**src/rtl/branch_resolve_unit_pkg.sv**
```systemverilog
// Shared types and encodings for the branch resolve unit: FSM states,
// RV32 control-transfer opcodes and conditional-branch funct3 codes.
package branch_resolve_unit_pkg;

  typedef enum logic [1:0] {
    IDLE     = 2'd0,
    REDIRECT = 2'd1,
    SQUASH   = 2'd2
  } bru_state_e;

  localparam logic [6:0] OPCODE_BRANCH = 7'b1100011;
  localparam logic [6:0] OPCODE_JAL    = 7'b1101111;
  localparam logic [6:0] OPCODE_JALR   = 7'b1100111;

  localparam logic [2:0] F3_BEQ  = 3'b000;
  localparam logic [2:0] F3_BNE  = 3'b001;
  localparam logic [2:0] F3_BLT  = 3'b100;
  localparam logic [2:0] F3_BGE  = 3'b101;
  localparam logic [2:0] F3_BLTU = 3'b110;
  localparam logic [2:0] F3_BGEU = 3'b111;

  // Fetch only accepts word-aligned redirect targets.
  function automatic logic is_word_aligned(input logic [1:0] lsb);
    return lsb == 2'b00;
  endfunction

endpackage

```
**src/rtl/branch_resolve_unit_cond_eval.sv**
```systemverilog
// Combinational taken/not-taken decision for the EX-stage instruction,
// built from the compare block's breq/brlt flags.
module branch_cond_eval
  import branch_resolve_unit_pkg::*;
(
  input  logic [6:0] opcode,
  input  logic [2:0] funct3,
  input  logic       breq,
  input  logic       brlt,
  output logic       taken,
  output logic       is_branch,
  output logic       illegal
);

  always_comb begin
    taken     = 1'b0;
    is_branch = 1'b0;
    illegal   = 1'b0;
    case (opcode)
      OPCODE_BRANCH: begin
        is_branch = 1'b1;
        case (funct3)
          F3_BEQ:           taken = breq;
          F3_BNE:           taken = ~breq;
          F3_BLT, F3_BLTU:  taken = brlt;
          F3_BGE, F3_BGEU:  taken = ~brlt;
          default:          illegal = 1'b1;
        endcase
      end
      OPCODE_JAL, OPCODE_JALR: taken = 1'b1;
      default: ;
    endcase
  end

endmodule

```
**src/rtl/branch_resolve_unit.sv**
```systemverilog
// Resolves EX-stage branches/jumps, drives a registered redirect handshake to
// fetch and holds a flush window so younger IF/ID instructions get squashed.
module branch_resolve_unit
  import branch_resolve_unit_pkg::*;
#(
  parameter int AWIDTH       = 32,
  parameter int DWIDTH       = 32,
  parameter int FLUSH_CYCLES = 2,
  parameter int CNT_W        = 32
) (
  input  logic              clk,
  input  logic              reset,
  input  logic              valid_i,
  input  logic [6:0]        opcode_i,
  input  logic [2:0]        funct3_i,
  input  logic [AWIDTH-1:0] pc_i,
  input  logic [DWIDTH-1:0] imm_i,
  input  logic [DWIDTH-1:0] rs1_i,
  input  logic              breq_i,
  input  logic              brlt_i,
  input  logic              redirect_ready_i,
  output logic              redirect_valid_o,
  output logic [AWIDTH-1:0] redirect_pc_o,
  output logic              flush_o,
  output logic              stall_o,
  output logic              illegal_o,
  output logic              misalign_o,
  output logic [CNT_W-1:0]  branch_count_o,
  output logic [CNT_W-1:0]  taken_count_o
);

  localparam int SQW = (FLUSH_CYCLES > 2) ? $clog2(FLUSH_CYCLES) : 1;
  localparam logic [SQW-1:0] SQ_LOAD = SQW'((FLUSH_CYCLES > 0) ? FLUSH_CYCLES - 1 : 0);

  bru_state_e        state_reg, state_next;
  logic [SQW-1:0]    sq_cnt_reg;
  logic [AWIDTH-1:0] redirect_pc_reg;
  logic              illegal_reg, misalign_reg;
  logic [CNT_W-1:0]  branch_count_reg, taken_count_reg;

  logic cond_taken, cond_is_branch, cond_illegal;

  branch_cond_eval u_cond_eval (
    .opcode    (opcode_i),
    .funct3    (funct3_i),
    .breq      (breq_i),
    .brlt      (brlt_i),
    .taken     (cond_taken),
    .is_branch (cond_is_branch),
    .illegal   (cond_illegal)
  );

  // Immediate is sign-extended and rs1 zero-extended when narrower than a PC.
  logic [AWIDTH-1:0] imm_ext, rs1_ext;
  generate
    if (DWIDTH >= AWIDTH) begin : g_trunc
      assign imm_ext = imm_i[AWIDTH-1:0];
      assign rs1_ext = rs1_i[AWIDTH-1:0];
    end else begin : g_extend
      assign imm_ext = {{(AWIDTH-DWIDTH){imm_i[DWIDTH-1]}}, imm_i};
      assign rs1_ext = {{(AWIDTH-DWIDTH){1'b0}}, rs1_i};
    end
  endgenerate

  logic              is_jalr;
  logic [AWIDTH-1:0] target_base, target_sum, target;

  assign is_jalr     = (opcode_i == OPCODE_JALR);
  assign target_base = is_jalr ? rs1_ext : pc_i;
  assign target_sum  = target_base + imm_ext;
  assign target      = {target_sum[AWIDTH-1:1], target_sum[0] & ~is_jalr};

  logic accept, redirect_go, misalign_go, handshake;

  assign accept      = (state_reg == IDLE) && valid_i;
  assign redirect_go = accept && cond_taken && is_word_aligned(target[1:0]);
  assign misalign_go = accept && cond_taken && !is_word_aligned(target[1:0]);
  assign handshake   = (state_reg == REDIRECT) && redirect_ready_i;

  // State register
  always_ff @(posedge clk) begin
    if (reset) begin
      state_reg <= IDLE;
    end else begin
      state_reg <= state_next;
    end
  end

  // Next-state logic
  always_comb begin
    state_next = state_reg;
    case (state_reg)
      IDLE: begin
        if (redirect_go) state_next = REDIRECT;
      end
      REDIRECT: begin
        if (handshake) state_next = (FLUSH_CYCLES == 0) ? IDLE : SQUASH;
      end
      SQUASH: begin
        if (sq_cnt_reg == '0) state_next = IDLE;
      end
      default: state_next = IDLE;
    endcase
  end

  // Outputs decoded from the registered state
  always_comb begin
    redirect_valid_o = 1'b0;
    flush_o          = 1'b0;
    stall_o          = 1'b0;
    case (state_reg)
      REDIRECT: begin
        redirect_valid_o = 1'b1;
        flush_o          = 1'b1;
        stall_o          = 1'b1;
      end
      SQUASH:  flush_o = 1'b1;
      default: ;
    endcase
  end

  // Datapath: target latch, squash counter, error pulses, statistics
  always_ff @(posedge clk) begin
    if (reset) begin
      sq_cnt_reg       <= '0;
      redirect_pc_reg  <= '0;
      illegal_reg      <= 1'b0;
      misalign_reg     <= 1'b0;
      branch_count_reg <= '0;
      taken_count_reg  <= '0;
    end else begin
      if (handshake) begin
        sq_cnt_reg <= SQ_LOAD;
      end else if (state_reg == SQUASH && sq_cnt_reg != '0) begin
        sq_cnt_reg <= sq_cnt_reg - SQW'(1);
      end
      if (redirect_go) redirect_pc_reg <= target;
      illegal_reg  <= accept && cond_is_branch && cond_illegal;
      misalign_reg <= misalign_go;
      if (accept && cond_is_branch) begin
        branch_count_reg <= branch_count_reg + CNT_W'(1);
        if (cond_taken) taken_count_reg <= taken_count_reg + CNT_W'(1);
      end
    end
  end

  assign redirect_pc_o  = redirect_pc_reg;
  assign illegal_o      = illegal_reg;
  assign misalign_o     = misalign_reg;
  assign branch_count_o = branch_count_reg;
  assign taken_count_o  = taken_count_reg;

endmodule

```
**config.mk**
```make
export PLATFORM = sky130hd
export DESIGN_NAME = branch_resolve_unit
export DESIGN_NICKNAME = d
export VERILOG_FILES = /design/src/rtl/branch_resolve_unit_pkg.sv /design/src/rtl/branch_resolve_unit_cond_eval.sv /design/src/rtl/branch_resolve_unit.sv
export SDC_FILE = /design/constraint.sdc
export NUM_CORES = 1
export LEC_CHECK = 0
export BUFFER_PORTS_ARGS = -buffer_cell sky130_fd_sc_hd__buf_4
export CORE_MARGIN = 5
export CORE_UTILIZATION = 35
export CTS_CLUSTER_SIZE = 30
export DETAILED_ROUTE_END_ITERATION = 16
export GPL_TIMING_DRIVEN = 0
export PLACE_DENSITY = 0.56
export SLEW_MARGIN = 20
export SYNTH_ARGS = -nofsm -noshare
export SYNTH_HDL_FRONTEND = slang
export SYNTH_SLANG_ARGS = --single-unit
```
**constraint.sdc**
```tcl
create_clock -name clk -period 4.2 [get_ports clk]
set_input_delay 0.42 -clock clk [delete_from_list [all_inputs] [get_ports clk]]
set_output_delay 0.42 -clock clk [all_outputs]
set_load 0.01 [all_outputs]
```
---- After elaboration in Yosys (flattened, before gate mapping) ----
Cells that the tools add are included.
word-level totals
  word-level logic and storage cells ...... 62
  output and inout port bits .............. 101
  input bits .............................. 112
  bits in registers ....................... 101
cells by class
  bitwise logic cells ..................... 4
  add/subtract/negate cells ............... 4
  equality and inequality tests ........... 13
  mux-type cells .......................... 14
  reductions and logical operators ........ 20
operator list
  kind                   count
  $add 32x1->32 const B  2
  $add 32x32->32         1
  $mux 32                1
  $eq 7x7->1 const B     3
  $eq 3x3->1 const B     4
  $logic_and 1x1->1      8
  $reduce_or 2->1        4
  $mux 1                 7
  $mux 2                 3
  $ne 2x2->1 const B     3
  $pmux 2 s3             1
  $reduce_or 6->1        1
  $logic_not 2->1        2
  $pmux 1 s4             1
  $eq 3x1->1 const B     1
  $logic_not 3->1        1
  $not 1->1              3
  $reduce_and 3->1       1
  $eq 2x1->1 const B     1
  $eq 2x2->1 const B     1
  $pmux 1 s2             1
  $reduce_and 2->1       1
  $reduce_bool 2->1      1
  $and 1x1->1            1
  other kinds (2)        2

---- Depth between registers and ports, before layout ----
Gate-level depths: netlist (run 1).
  word-level depth ........................ 8
  depth in mapped cells ................... 16

---- By module ----
A second synthesis (run 1) with hierarchy kept.
unflattened totals
  cells, all modules ...................... 794
  area total of the unflattened synthesis .. 6503.7 um^2
modules (own cells, without submodules)
  module               seq. area each (um^2)  times used  area each (um^2)  cells an instance
  branch_resolve_unit  2021.9                 1           6413.7            781
  branch_cond_eval     0.0                    1           90.1              13

---- Least setup slack after synthesis (run 1) ----
No wires, ideal clock.
  kind .................................... input to register
  from .................................... input port opcode_i[4]
  to ...................................... register redirect_pc_reg[27], in the netlist redirect_pc_o[27]
  path buffers ............................ 3
  arrival time ............................ 3.770 ns
  stages .................................. 15
  setup time .............................. 0.067 ns
  path slack .............................. 0.363 ns
  data required time ...................... 4.133 ns
  cell sequence ........................... nand2b_4 or4_1 clkbuf_1 clkbuf_1 mux2_2 ha_1 inv_1 fa_1 inv_1 or4b_1 buf_2 or4b_1 o31ai_1 a221oi_2 a21oi_2
on the way
  longest elaborated chain between the ends .. 6
RTL lines
  what                    line                                                            text
  start: declaration      branch_resolve_unit.sv:14                                       input logic [6:0] opcode_i,
  $eq 7x7->1              branch_resolve_unit_cond_eval.sv:19, branch_resolve_unit.sv:68
  $mux 32                 branch_resolve_unit.sv:69                                       assign target_base = is_jalr ? rs1_ext : pc_i;
  $add 32x32->32          branch_resolve_unit.sv:70                                       assign target_sum = target_base + imm_ext;
  $and 1x1->1             branch_resolve_unit.sv:71                                       assign target = {target_sum[AWIDTH-1:1], target_sum[0] & ~is_jalr};
  $logic_not 2->1         branch_resolve_unit_pkg.sv:24                                   return lsb == 2'b00;
  $logic_and 1x1->1       branch_resolve_unit.sv:76                                       assign redirect_go = accept && cond_taken && is_word_aligned(target[1:0]);
  end signal: assignment  branch_resolve_unit.sv:137                                      if (redirect_go) redirect_pc_reg <= target;
  end: declaration        branch_resolve_unit.sv:37                                       logic [AWIDTH-1:0] redirect_pc_reg;
Parallel ways exist; a longest one is shown, timed or not.
A chain may end at the register's enable or synchronous reset.

---- Worst setup path in the final report (run 1) ----
  from .................................... input port opcode_i[4]
  to ...................................... register redirect_pc_reg[24], in the netlist redirect_pc_o[24]
Same word-level chain as after synthesis.

==> results of run 1 <==
## final cells by class
type	count	area, µm²	share of cell area [%]
Timing Repair Buffer	213	1600	18.2
Clock inverter	7	120	1.37
Tap cell	229	287	3.27
Buffer	39	161	1.84
Inverter	21	78.8	0.898
Clock buffer	9	225	2.57
Multi-Input combinational cell	649	4280	48.8
Sequential cell	101	2020	23.0
## critical path, delay by kind of cell
kind,cells,cell delay [ns]
mux,1,0.29
fa+ha+maj,2,0.60
simple gates,5,1.14
buf+inv,4,0.62
compound gates,4,1.13
## power by group through the flow
stage / sequential (µW) / clock, µW / combinational [µW]
floorplan: 981 / 0 / 272
global placement: 981 / 0 / 441
detailed placement: 981 / 0 / 442
CTS: 958 / 1010 / 451
global route: 958 / 1050 / 506
finish: 958 / 985 / 453
## metrics by stage
step	setup slack, ns	util, %
floorplan	0.363	-
global placement	-1.06	46.2
detailed placement	-0.817	46.2
CTS	0.0239	48.3
global route	0.0672	48.4
finish	0.242	48.4
## how the worst max path moves through the flow
stage / to / slack (ns) / cells after the start
2_1_floorplan: redirect_pc_o[27] / 0.36 / 15
3_3_place_gp: redirect_pc_o[30] / -1.06 / 16
3_5_place_dp: redirect_pc_o[30] / -0.82 / 16
4_1_cts: redirect_pc_o[3] / 0.02 / 16
5_1_grt: redirect_pc_o[28] / 0.07 / 16
6_report: redirect_pc_o[24] / 0.24 / 16
## what timing repair did
action / CTS / global route
setup buffers: 1 / 0
hold buffers: 0 / 0
resized for setup: 9 / 3
setup endpoints to repair: 29 / 25
pin swaps: 1 / 0
gates cloned: 0 / 0
## cells in the mapped netlist, types with 4 or more instances
cell,n,area share [%]
or3_1,16,1.5
o31ai_1,8,0.92
mux2i_1,5,0.77
a31oi_1,7,0.67
and2_1,6,0.58
a211oi_1,4,0.46
inv_1,21,1.2
a21oi_1,59,4.5
nor3_1,14,1.1
o21a_1,5,0.58
o21ai_0,37,2.8
nor2b_1,5,0.48
ha_1,39,7.5
a21o_1,19,2.2
nor2_1,85,4.9
dfxtp_1,101,31
and3_1,28,2.7
nand2_1,93,5.4
nand4_1,15,1.4
mux2_2,32,5.5
xor2_1,47,6.3
xnor2_1,21,2.8
buf_1,4,0.23
nand3_1,35,2.7
a22oi_1,4,0.46
nor4_1,4,0.38
clkbuf_1,33,1.9
or4_1,4,0.46
## routing by layer
| metal | vias to the layer above | track usage [%] | share of wire [%] |
|---|---|---|---|
| li1 | 3346 | - | - |
| met1 | 3046 | 26.7 | 48 |
| met2 | 178 | 31.6 | 46 |
| met3 | 13 | 3.84 | 5.5 |
| met4 | 0 | 3.53 | 0.85 |
| met5 | - | 0 | 0 |
## cells by family after synthesis
| kind of cell | after synthesis | share of synthesized area, % |
|---|---|---|
| buffers and inverters | 62 | 3.69 |
| adder cells (fa/ha/maj) | 40 | 7.80 |
| flip-flops | 101 | 31.1 |
| AO/OA/AOI/OAI | 178 | 17.6 |
| AND/OR/NAND/NOR | 326 | 24.4 |
| multiplexers | 37 | 6.31 |
| XOR/XNOR | 68 | 9.15 |
## placed cells by master (no fill, tap or decap), types with 3 or more instances in the layout
master and count:
mux2_2 32, a22oi_1 4, o31ai_1 7, nor2_1 85
and2_1 6, nand4_1 15, clkbuf_1 27, buf_2 5
a211oi_1 4, nor3_1 14, mux2i_1 5, o21a_1 5
nor2b_1 5, xor2_1 47, buf_4 214, o211ai_1 3
dfxtp_1 101, clkbuf_2 4, clkbuf_16 9, nor4_1 4
ha_1 39, a21oi_1 59, o21ai_0 37, xnor2_1 21
and3_1 28, or4_1 3, nand3b_1 3, a21o_1 19
a31oi_1 7, and4_1 3, nand3_1 35, inv_1 21
bufinv_16 3, nand2_1 93, or3_1 16
==> summary.md, run 1 <==
| Metric | Value |
|---|---|
| Root Buffer | `clkbuf_16` |
| Cell Area, Placed | `8390 µm²` |
| Top Ports | `213` |
| CP Capture Type | `flip-flop` |
| Die area | `21,400 µm²` |
| Initial Utilization | `35.9%` |
| ANT cells | `0` |
| Max-cap viol count | `0` |
| Net Count, Synth | `964` |
| Non-filler cells, final | `1,268` |
| Nets | `1,186` |
| CP arrival | `4.21 ns` |
| Max Slew Vio Count | `0` |
| Leak pwr | `0.00381 µW` |
| Synth Cell Area | `6510 µm²` |
| Reg-to-reg startpoint | `state_reg[0]` |
| DIE HEIGHT | `146 µm` |
| Antenna violations before repair | `0` |
| DR vias/cell | `5.19` |
| VDD IR-drop max | `0.169 mV` |
| Relative slew margins | `50.8%` |
| CTS tree | `done` |
| Cells after synthesis | `812` |
| Via count | `6,583` |
| Synth cell types | `71` |
| Clock Latency Late Sink | `0.35 ns` |
| Register area share after synthesis | `31.1%` |
| Global-route wire length before repair | `34,100 µm` |
| Hold path depth | `2` |
| Fill cells | `1,863` |
| Die width | `146 µm` |
| Final wirelength | `21,000 µm` |
| HP Class | `in2reg` |
| Drt wl/cell | `16.6 µm` |
| Area of the core | `18,100 µm²` |
| RSZ-0062 raised after global routing | `false` |
| Placed wire-length estimate | `16,700 µm` |
| P per Cell Area | `273 nW/µm²` |
| Mean Syn Cell Area | `8.02 µm²` |
| Crit Path Class | `in2reg` |
| Final instance area | `8770 µm²` |
| Cell mode on critical path | `buf_4` |
| Post-route ant nets | `0` |
| Final setup violation count | `0` |
| Remaining DRCs | `0` |
| Placed insts | `1,253` |
| Slowest-stage cell, CP | `or4_4` |
| Worst Reg2Reg Path Length in Cells | `10` |
| Clk sink count | `101` |
| Fraction of layout cells with a size suffix above 1 | `27.3%` |
| GP Congestion | `0.885` |
| Hold EP | `illegal_o` |
| Fmax | `0.253 GHz` |
| Fin. Hold Viols | `0` |
| Pre-antenna DRT Iters | `5` |
| Switching part of the total | `27.0%` |
| GR Overflow Total | `0` |
| Final Skew | `0.00781 ns` |
| Longest Clk Path Bufs | `2` |
| Worst setup path startpoint | `opcode_i[4]` |
| Ys flop type | `dfxtp_1` |
| FF-to-FF setup slack | `1.49 ns` |
| Worst R2R End | `taken_count_o[11]` |
| Comb pwr share | `18.9%` |
| Post-synth EDFFs | `0` |
| GR Util All Layers | `19.3%` |
| Async SR Flop Fraction | `0%` |
| Iter 0 DRT Violations | `264` |
| H-tree levels | `3` |
| Tmin final | `3.96 ns` |
| Row cnt | `49` |
| Port Buffer Count | `212` |
| Hold_sp | `funct3_i[2]` |
| Largest net degree at the start of global routing | `18` |
| Worst setup SP type | `input port` |
| Synth warn | `0` |
| Min Hold Slack | `0.266 ns` |
| CTS Buf Count | `9` |
| Area Overhead vs Synth | `34.8%` |
| Flop pwr share | `40.0%` |
| Critical Path RT | `4.45 ns` |
| Final Cycle Share | `94.2%` |
| Clock power share | `41.1%` |
| Worst Tran Pin Value | `0.738 ns` |
| Pwr Total | `2400 µW` |
| Synthesized flop and latch total | `101` |
| CP Max Fanout | `10` |
| Status | `finished, final reports clean` |
| Worst path cell trace | `buf_4 -> nand2b_4 -> or4_4 -> buf_2 -> mux2_2 -> ha_1 -> inv_1 -> fa_1 -> nor2b_1 -> o2111ai_1 -> a21oi_1 -> nor3_1 -> o41ai_2 -> buf_4 -> nand2_1 -> o311ai_1` |
| Slowest Stage Delay on Critical Path | `0.58 ns` |
| Clk slew on worst S/H paths | `0.07 ns` |
| Setup_tns | `0 ns` |
| Switch Pwr | `646 µW` |
| Vias in the first global route | `6,332` |
| Power Internal | `1750 µW` |
(Power assumes the default switching activity.)
==> run 2: changes to the inputs <==
==> constraint.sdc (replaced) <==
create_clock -name clk -period 3.65 [get_ports clk]
set_input_delay 0.365 -clock clk [delete_from_list [all_inputs] [get_ports clk]]
set_output_delay 0.365 -clock clk [all_outputs]
set_load 0.01 [all_outputs]
==> summary.md, run 2 (synthesis results as in run 1) <==
| Metric | Value |
|---|---|
| Status | `finished, final reports clean (unchanged)` |
| Clock Latency Late Sink | `0.36 ns (was 0.35 ns)` |
| # hold bufs at CTS | `0 (unchanged)` |
| Reg-to-reg startpoint | `state_reg[0] (unchanged)` |
| Critical Path RT | `3.94 ns (was 4.45 ns)` |
| Initial Utilization | `35.9% (unchanged)` |
| Area Overhead vs Synth | `37.7% (was 34.8%)` |
| Fin. Hold Viols | `0 (unchanged)` |
| Max Slew Vio Count | `0 (unchanged)` |
| Antenna violations before repair | `0 (unchanged)` |
| Top Layer Used | `met4 (unchanged)` |
| Relative slew margins | `46.2% (was 50.8%)` |
| Leak pwr | `0.00388 µW (was 0.00381 µW)` |
| P per Cell Area | `293 nW/µm² (was 273 nW/µm²)` |
| Worst Tran Pin Value | `0.807 ns (was 0.738 ns)` |
| Root Buffer | `clkbuf_16 (unchanged)` |
| Row cnt | `49 (unchanged)` |
| CTS tree | `done (unchanged)` |
| GR Overflow Total | `0 (unchanged)` |
| Port Buffer Count | `212 (unchanged)` |
| CP Capture Type | `flip-flop (unchanged)` |
| Pre-antenna DRT Iters | `5 (unchanged)` |
| Commonest non-fill, non-tap cell in the layout | `buf_4 (unchanged)` |
| Hold_sp | `funct3_i[2] (unchanged)` |
| DIE HEIGHT | `146 µm (unchanged)` |
| Metal1 wirelength | `9420 µm (was 10,000 µm)` |
| DR vias/cell | `5.15 (was 5.19)` |
| Met2 Routed Length | `10,400 µm (was 9690 µm)` |
| Fraction of layout cells with a size suffix above 1 | `30.4% (was 27.3%)` |
| Final Cycle Share | `97.4%` |
| CP arrival | `3.85 ns (was 4.21 ns)` |
| H-tree levels | `3 (unchanged)` |
| Global-route wire length before repair | `33,500 µm (was 34,100 µm)` |
| GP Congestion | `0.855 (was 0.885)` |
| Largest net degree at the start of global routing | `20 (was 18)` |
| Non-filler cells, final | `1,274 (was 1,268)` |
| Final wirelength | `21,100 µm (was 21,000 µm)` |
| Nets | `1,192 (was 1,186)` |
| Setup WS pre-CTS | `-1.06 ns (was -0.817 ns)` |
| Placed insts | `1,253 (unchanged)` |
| Clk sink count | `101 (unchanged)` |
| Vias in the first global route | `6,378 (was 6,332)` |
| ANT cells | `0 (unchanged)` |
| Commonest non-fill, non-tap cells in the layout | `buf_4 (222), dfxtp_1 (101), nand2_1 (93) (was buf_4 (214), dfxtp_1 (101), nand2_1 (93))` |
| GR Util All Layers | `19.1% (was 19.3%)` |
| HP Class | `in2reg (unchanged)` |
| Final Skew | `0.00910 ns (was 0.00781 ns)` |
| Met3 WL | `1180 µm (was 1150 µm)` |
| Placed wire-length estimate | `16,600 µm (was 16,700 µm)` |
| Crit Path Class | `in2reg (unchanged)` |
| Top Ports | `213 (unchanged)` |
| Fmax | `0.281 GHz` |
| Remaining DRCs | `0 (unchanged)` |
| CTS Buf Count | `9 (unchanged)` |
| Area of the core | `18,100 µm² (unchanged)` |
| VDD IR-drop max | `0.205 mV (was 0.169 mV)` |
| Worst setup path startpoint | `opcode_i[4] (unchanged)` |
| Max-cap viol count | `0 (unchanged)` |
| Clk slew on worst S/H paths | `0.08 ns (was 0.07 ns)` |
| Die area | `21,400 µm² (unchanged)` |
| Drt wl/cell | `16.6 µm (about the same)` |
| Via count | `6,566 (was 6,583)` |
| Final worst setup slack | `0.0958 ns (was 0.242 ns)` |
| Longest Clk Path Bufs | `2 (unchanged)` |
| Tmin final | `3.55 ns` |
| CP Max Fanout | `10 (unchanged)` |
| Worst setup SP type | `input port (unchanged)` |
| Iter 0 DRT Violations | `328 (was 264)` |
| Final setup violation count | `0 (unchanged)` |
| Die width | `146 µm (unchanged)` |
| Post-route ant nets | `0 (unchanged)` |
run 2: cell types whose count changed in the layout (fill, tap and decap cells not counted), sizes merged:
cell	previous run	this run
clkinvlp	1	0
bufinv	3	0
buf	221	231
clkbuf	40	36
inv	23	24
clkinv	1	4
run 2: repair_timing:
| action | 4_1_cts | 5_1_grt |
|---|---|---|
| resized for setup | 24 | 30 |
| pin swaps | 5 | 6 |
| buffers inserted | 5 | 4 |
| endpoints found under the setup margin | 31 | 27 |
run 2: path summary, 6_finish.rpt:
path | to | slack [ns] | cells past startpoint
setup reg to reg | taken_count_o[11] | 0.80 | 10
hold / removal | illegal_o | 0.21 | 2
setup / recovery | redirect_pc_o[27] | 0.1 | 16
hold reg to reg | redirect_pc_o[5] | 0.45 | 2
run 2: metrics by stage:
stage               util [%]  instance area [µm²]  power (µW)  hold slack [ns]  setup TNS [ns]
CTS                     48.7                 8840        2630            0.198               0
detailed placement      46.4                 8410        1630            0.447          -24.44
global placement        46.4                 8410        1630            0.441          -25.02
floorplan                  -                 6540        1440            0.442               0
finish                  49.4                 8960        2620            0.214               0
global route            49.4                 8960        2750            0.209         -0.0445
run 2: power by group:
group | switching (µW) | internal, µW
logic | 300 | 255
clock network | 485 | 480
registers | 0.643 | 1100
total | 785 | 1840
run 2: worst max-delay path: stages:
cell	delay [ns]
buf_4	0.11
nand2b_4	0.14
or4_4	0.49
buf_8	0.16
buf_12	0.14
mux2_4	0.23
ha_4	0.15
inv_1	0.06
fa_2	0.57
inv_2	0.05
or4b_4	0.48
buf_8	0.16
or4b_4	0.50
o31ai_4	0.07
a221oi_2	0.06
a21oi_2	0.12
run 2: final cells by class:
class | instances | area [µm²]
Buffer | 37 | 195
Clock buffer | 9 | 225
Clock inverter | 7 | 67.6
Fill cell | 1857 | 9180
Inverter | 21 | 78.8
Multi-Input combinational cell | 649 | 4430
Sequential cell | 101 | 2020
Tap cell | 229 | 287
Timing Repair Buffer | 221 | 1660
run 2: metal layers:
layer	vias to the layer above	track usage [%]
met5	-	0
met2	176	32.7
met3	14	4.40
met4	0	3.67
li1	3352	-
met1	3024	24.9
==> run 3: changes to the inputs <==
--- a/config.mk
+++ b/config.mk
@@ -5,6 +5,7 @@
 export SDC_FILE = /design/constraint.sdc
 export NUM_CORES = 1
 export LEC_CHECK = 0
+export ABC_CLOCK_PERIOD_IN_PS = 3650
 export BUFFER_PORTS_ARGS = -buffer_cell sky130_fd_sc_hd__buf_4
 export CORE_MARGIN = 5
 export CORE_UTILIZATION = 35
@@ -15,4 +16,5 @@
 export SLEW_MARGIN = 20
 export SYNTH_ARGS = -nofsm -noshare
 export SYNTH_HDL_FRONTEND = slang
+export SYNTH_HIERARCHICAL = 1
 export SYNTH_SLANG_ARGS = --single-unit
==> summary.md, run 3 <==
| Metric | Value |
|---|---|
| DR vias/cell | `5.15 (about the same)` |
| Ys flop type | `dfxtp_1 (unchanged)` |
| Comb pwr share | `22.0% (was 21.2%)` |
| ANT cells | `0 (unchanged)` |
| Antenna violations before repair | `0 (unchanged)` |
| Fmax | `0.286 GHz (was 0.281 GHz)` |
| Final worst setup slack | `0.148 ns (was 0.0958 ns)` |
| CP arrival | `3.75 ns (was 3.85 ns)` |
| Final Skew | `0.00594 ns (was 0.00910 ns)` |
| Worst setup SP type | `input port (unchanged)` |
| Critical Path RT | `3.89 ns (was 3.94 ns)` |
| DIE HEIGHT | `146 µm (about the same)` |
| GR Util All Layers | `18.4% (was 19.1%)` |
| VDD IR-drop max | `0.169 mV (was 0.205 mV)` |
| Vias in the first global route | `6,288 (was 6,378)` |
| Synth cell types | `72 (was 71)` |
| P per Cell Area | `318 nW/µm² (was 293 nW/µm²)` |
| Cell Area, Placed | `8370 µm² (was 8410 µm²)` |
| Clk sink count | `101 (unchanged)` |
| Largest net degree at the start of global routing | `17 (was 20)` |
| Post-synth EDFFs | `0 (unchanged)` |
| Die area | `21,400 µm² (about the same)` |
| Top cells by area, synth | `dfxtp_1 (31%), ha_1 (7.5%), mux2_2 (5.4%) (was dfxtp_1 (31%), ha_1 (7.5%), xor2_1 (6.3%))` |
| Largest area contributor in the netlist | `dfxtp_1 (unchanged)` |
| Flop pwr share | `39.7% (was 42.0%)` |
| Commonest non-fill, non-tap cell in the layout | `buf_4 (unchanged)` |
| Pwr Total | `2820 µW (was 2620 µW)` |
| Final wirelength | `20,200 µm (was 21,100 µm)` |
| CTS tree | `done (unchanged)` |
| CP Capture Type | `flip-flop (unchanged)` |
| Final Cycle Share | `95.9% (was 97.4%)` |
| Nets | `1,173 (was 1,192)` |
| Area of the core | `18,100 µm² (unchanged)` |
| Cells after synthesis | `794 (was 812)` |
| Top-count cell post-synth | `dfxtp_1 (unchanged)` |
| Post-route ant nets | `0 (unchanged)` |
| # hold bufs at CTS | `0 (unchanged)` |
| Crit Path Class | `in2reg (unchanged)` |
| Top-area cell type share of the netlist area | `31.1% (about the same)` |
| GP Congestion | `0.869 (was 0.855)` |
| Iter 0 DRT Violations | `253 (was 328)` |
| Fraction of layout cells with a size suffix above 1 | `29.8% (was 30.4%)` |
| Row cnt | `49 (unchanged)` |
| Placed wire-length estimate | `16,300 µm (was 16,600 µm)` |
| H-tree levels | `3 (unchanged)` |
| Initial Utilization | `35.8% (was 35.9%)` |
| Synth Cell Area | `6500 µm² (was 6510 µm²)` |
| Synth warn | `6 (was 0)` |
| Remaining DRCs | `0 (unchanged)` |
| Leak pwr | `0.00367 µW (was 0.00388 µW)` |
| Final setup violation count | `0 (unchanged)` |
| Clock power share | `38.3% (was 36.8%)` |
| Register area share after synthesis | `31.1% (about the same)` |
| Status | `finished, final reports clean (unchanged)` |
| Multi-input gate area | `4360 µm² (was 4430 µm²)` |
| Global-route wire length before repair | `32,500 µm (was 33,500 µm)` |
| CTS Buf Count | `9 (unchanged)` |
| GR Overflow Total | `0 (unchanged)` |
| Mean Syn Cell Area | `8.19 µm² (was 8.02 µm²)` |
| Switching part of the total | `27.5% (was 30.0%)` |
| Net Count, Synth | `946 (was 964)` |
| Relative slew margins | `60.5% (was 46.2%)` |
| Tmin final | `3.50 ns (was 3.55 ns)` |
| Die width | `146 µm (about the same)` |
| Port Buffer Count | `211 (was 212)` |
| Worst Tran Pin Value | `0.592 ns (was 0.807 ns)` |
| Switch Pwr | `776 µW (was 785 µW)` |
| Async SR Flop Fraction | `0% (unchanged)` |
| Clk slew on worst S/H paths | `0.07 ns (was 0.08 ns)` |
| Synthesized flop and latch total | `101 (unchanged)` |
| Area Overhead vs Synth | `36.1% (was 37.7%)` |
| CP Max Fanout | `10 (unchanged)` |
| Clock Latency Late Sink | `0.35 ns (was 0.36 ns)` |
| HP Class | `in2reg (unchanged)` |
| Commonest non-fill, non-tap cells in the layout | `buf_4 (219), dfxtp_1 (101), nor2_1 (90) (was buf_4 (222), dfxtp_1 (101), nand2_1 (93))` |
| Max Slew Vio Count | `0 (unchanged)` |
| Max-cap viol count | `0 (unchanged)` |
| Fin. Hold Viols | `0 (unchanged)` |
| Commonest cells post-synth | `dfxtp_1 (101), nor2_1 (90), nand2_1 (88) (was dfxtp_1 (101), nand2_1 (93), nor2_1 (85))` |
| Power Internal | `2040 µW (was 1840 µW)` |
| Fill cells | `1,835 (was 1,857)` |
| Drt wl/cell | `16.1 µm (was 16.6 µm)` |
| Via count | `6,461 (was 6,566)` |
| Final instance area | `8850 µm² (was 8960 µm²)` |
| Pre-antenna DRT Iters | `5 (unchanged)` |
| Longest Clk Path Bufs | `2 (unchanged)` |
| Root Buffer | `clkbuf_16 (unchanged)` |
| Setup WS pre-CTS | `-1.08 ns (was -1.06 ns)` |
| Top Ports | `213 (unchanged)` |
| Seq. cell area | `2020 µm² (unchanged)` |
## run 3: cell count changes after synthesis, moves of 8 or more
| cell | before | now |
|---|---|---|
| and3_1 | 28 | 16 |
| clkbuf_1 | 33 | 14 |
| nand3_1 | 35 | 27 |
| xor2_1 | 47 | 33 |
| a21o_1 | 19 | 7 |
| xnor2_1 | 21 | 35 |
## run 3: final cells by class
class | instances | area share, %
well taps | 229 | 3.24
multi-input cells | 641 | 49.3
inverters | 24 | 1.02
clock inverters | 5 | 0.919
plain buffers | 28 | 1.50
flip-flops and latches | 101 | 22.8
clock buffers | 11 | 2.86
repair buffers | 216 | 18.3
## run 3: worst paths after layout
kind	depth (start not counted)	slack, ns	start	to
setup / recovery	14	0.15	opcode_i[4]	redirect_pc_o[29]
hold / removal	3	0.29	redirect_ready_i	sq_cnt_reg
setup reg to reg	8	1.39	state_reg[0]	branch_count_o[29]
hold reg to reg	2	0.45	redirect_pc_o[22]	redirect_pc_o[22]
## run 3: repair_timing
item,4_1_cts,5_1_grt
setup endpoints to repair,34,16
pin swaps,2,3
gates resized for setup,5,18
buffers inserted,5,0
## run 3: worst max-delay path, cell delays in order
cell and delay (ns):
buf_4 0.11, nand4b_1 0.21, nor3_4 0.28, buf_4 0.19, buf_4 0.22, mux2_2 0.37
ha_1 0.34, o21a_1 0.23, a211oi_4 0.11, nor4_4 0.41, o21bai_4 0.13, a211oi_1 0.38
o21ai_0 0.13, a32o_1 0.27
## run 3: power by group through the flow
stage | logic, µW | clock network, µW | registers (µW)
after CTS | 601 | 1100 | 1120
after global routing | 689 | 1150 | 1120
final | 621 | 1080 | 1120
after floorplan | 371 | 0 | 1140
after detailed placement | 591 | 0 | 1140
after global placement | 590 | 0 | 1140
## run 3: logic make-up (layout without fill, tap and decap cells)
group | Yosys count | count (layout) | synth area share [%]
flip-flops | 101 | 101 | 31.1
adder cells (fa/ha/maj) | 40 | 40 | 7.81
buffers and inverters | 52 | 284 | 3.25
AND/OR/NAND/NOR | 324 | 324 | 25.0
AO/OA/AOI/OAI | 175 | 175 | 17.8
multiplexers | 34 | 34 | 5.83
XOR/XNOR | 68 | 68 | 9.16
## run 3: per-layer routing
| metal | track usage [%] | wire length, µm |
|---|---|---|
| met1 | 23.7 | 9300 |
| met2 | 31.0 | 9280 |
| met3 | 4.25 | 1400 |
| met4 | 4.75 | 240 |
| met5 | 0 | 0 |
## run 3: per-stage QoR
step           hold WS (ns)  setup TNS (ns)  util (%)  instances
2_1_floorplan         0.450               0         -        794
3_3_place_gp          0.440          -27.48      46.1       1234
3_5_place_dp          0.444          -26.65      46.1       1234
4_1_cts               0.284               0      48.2       1255
5_1_grt               0.302         -0.0159      48.8       1255
6_report              0.291               0      48.8       1255
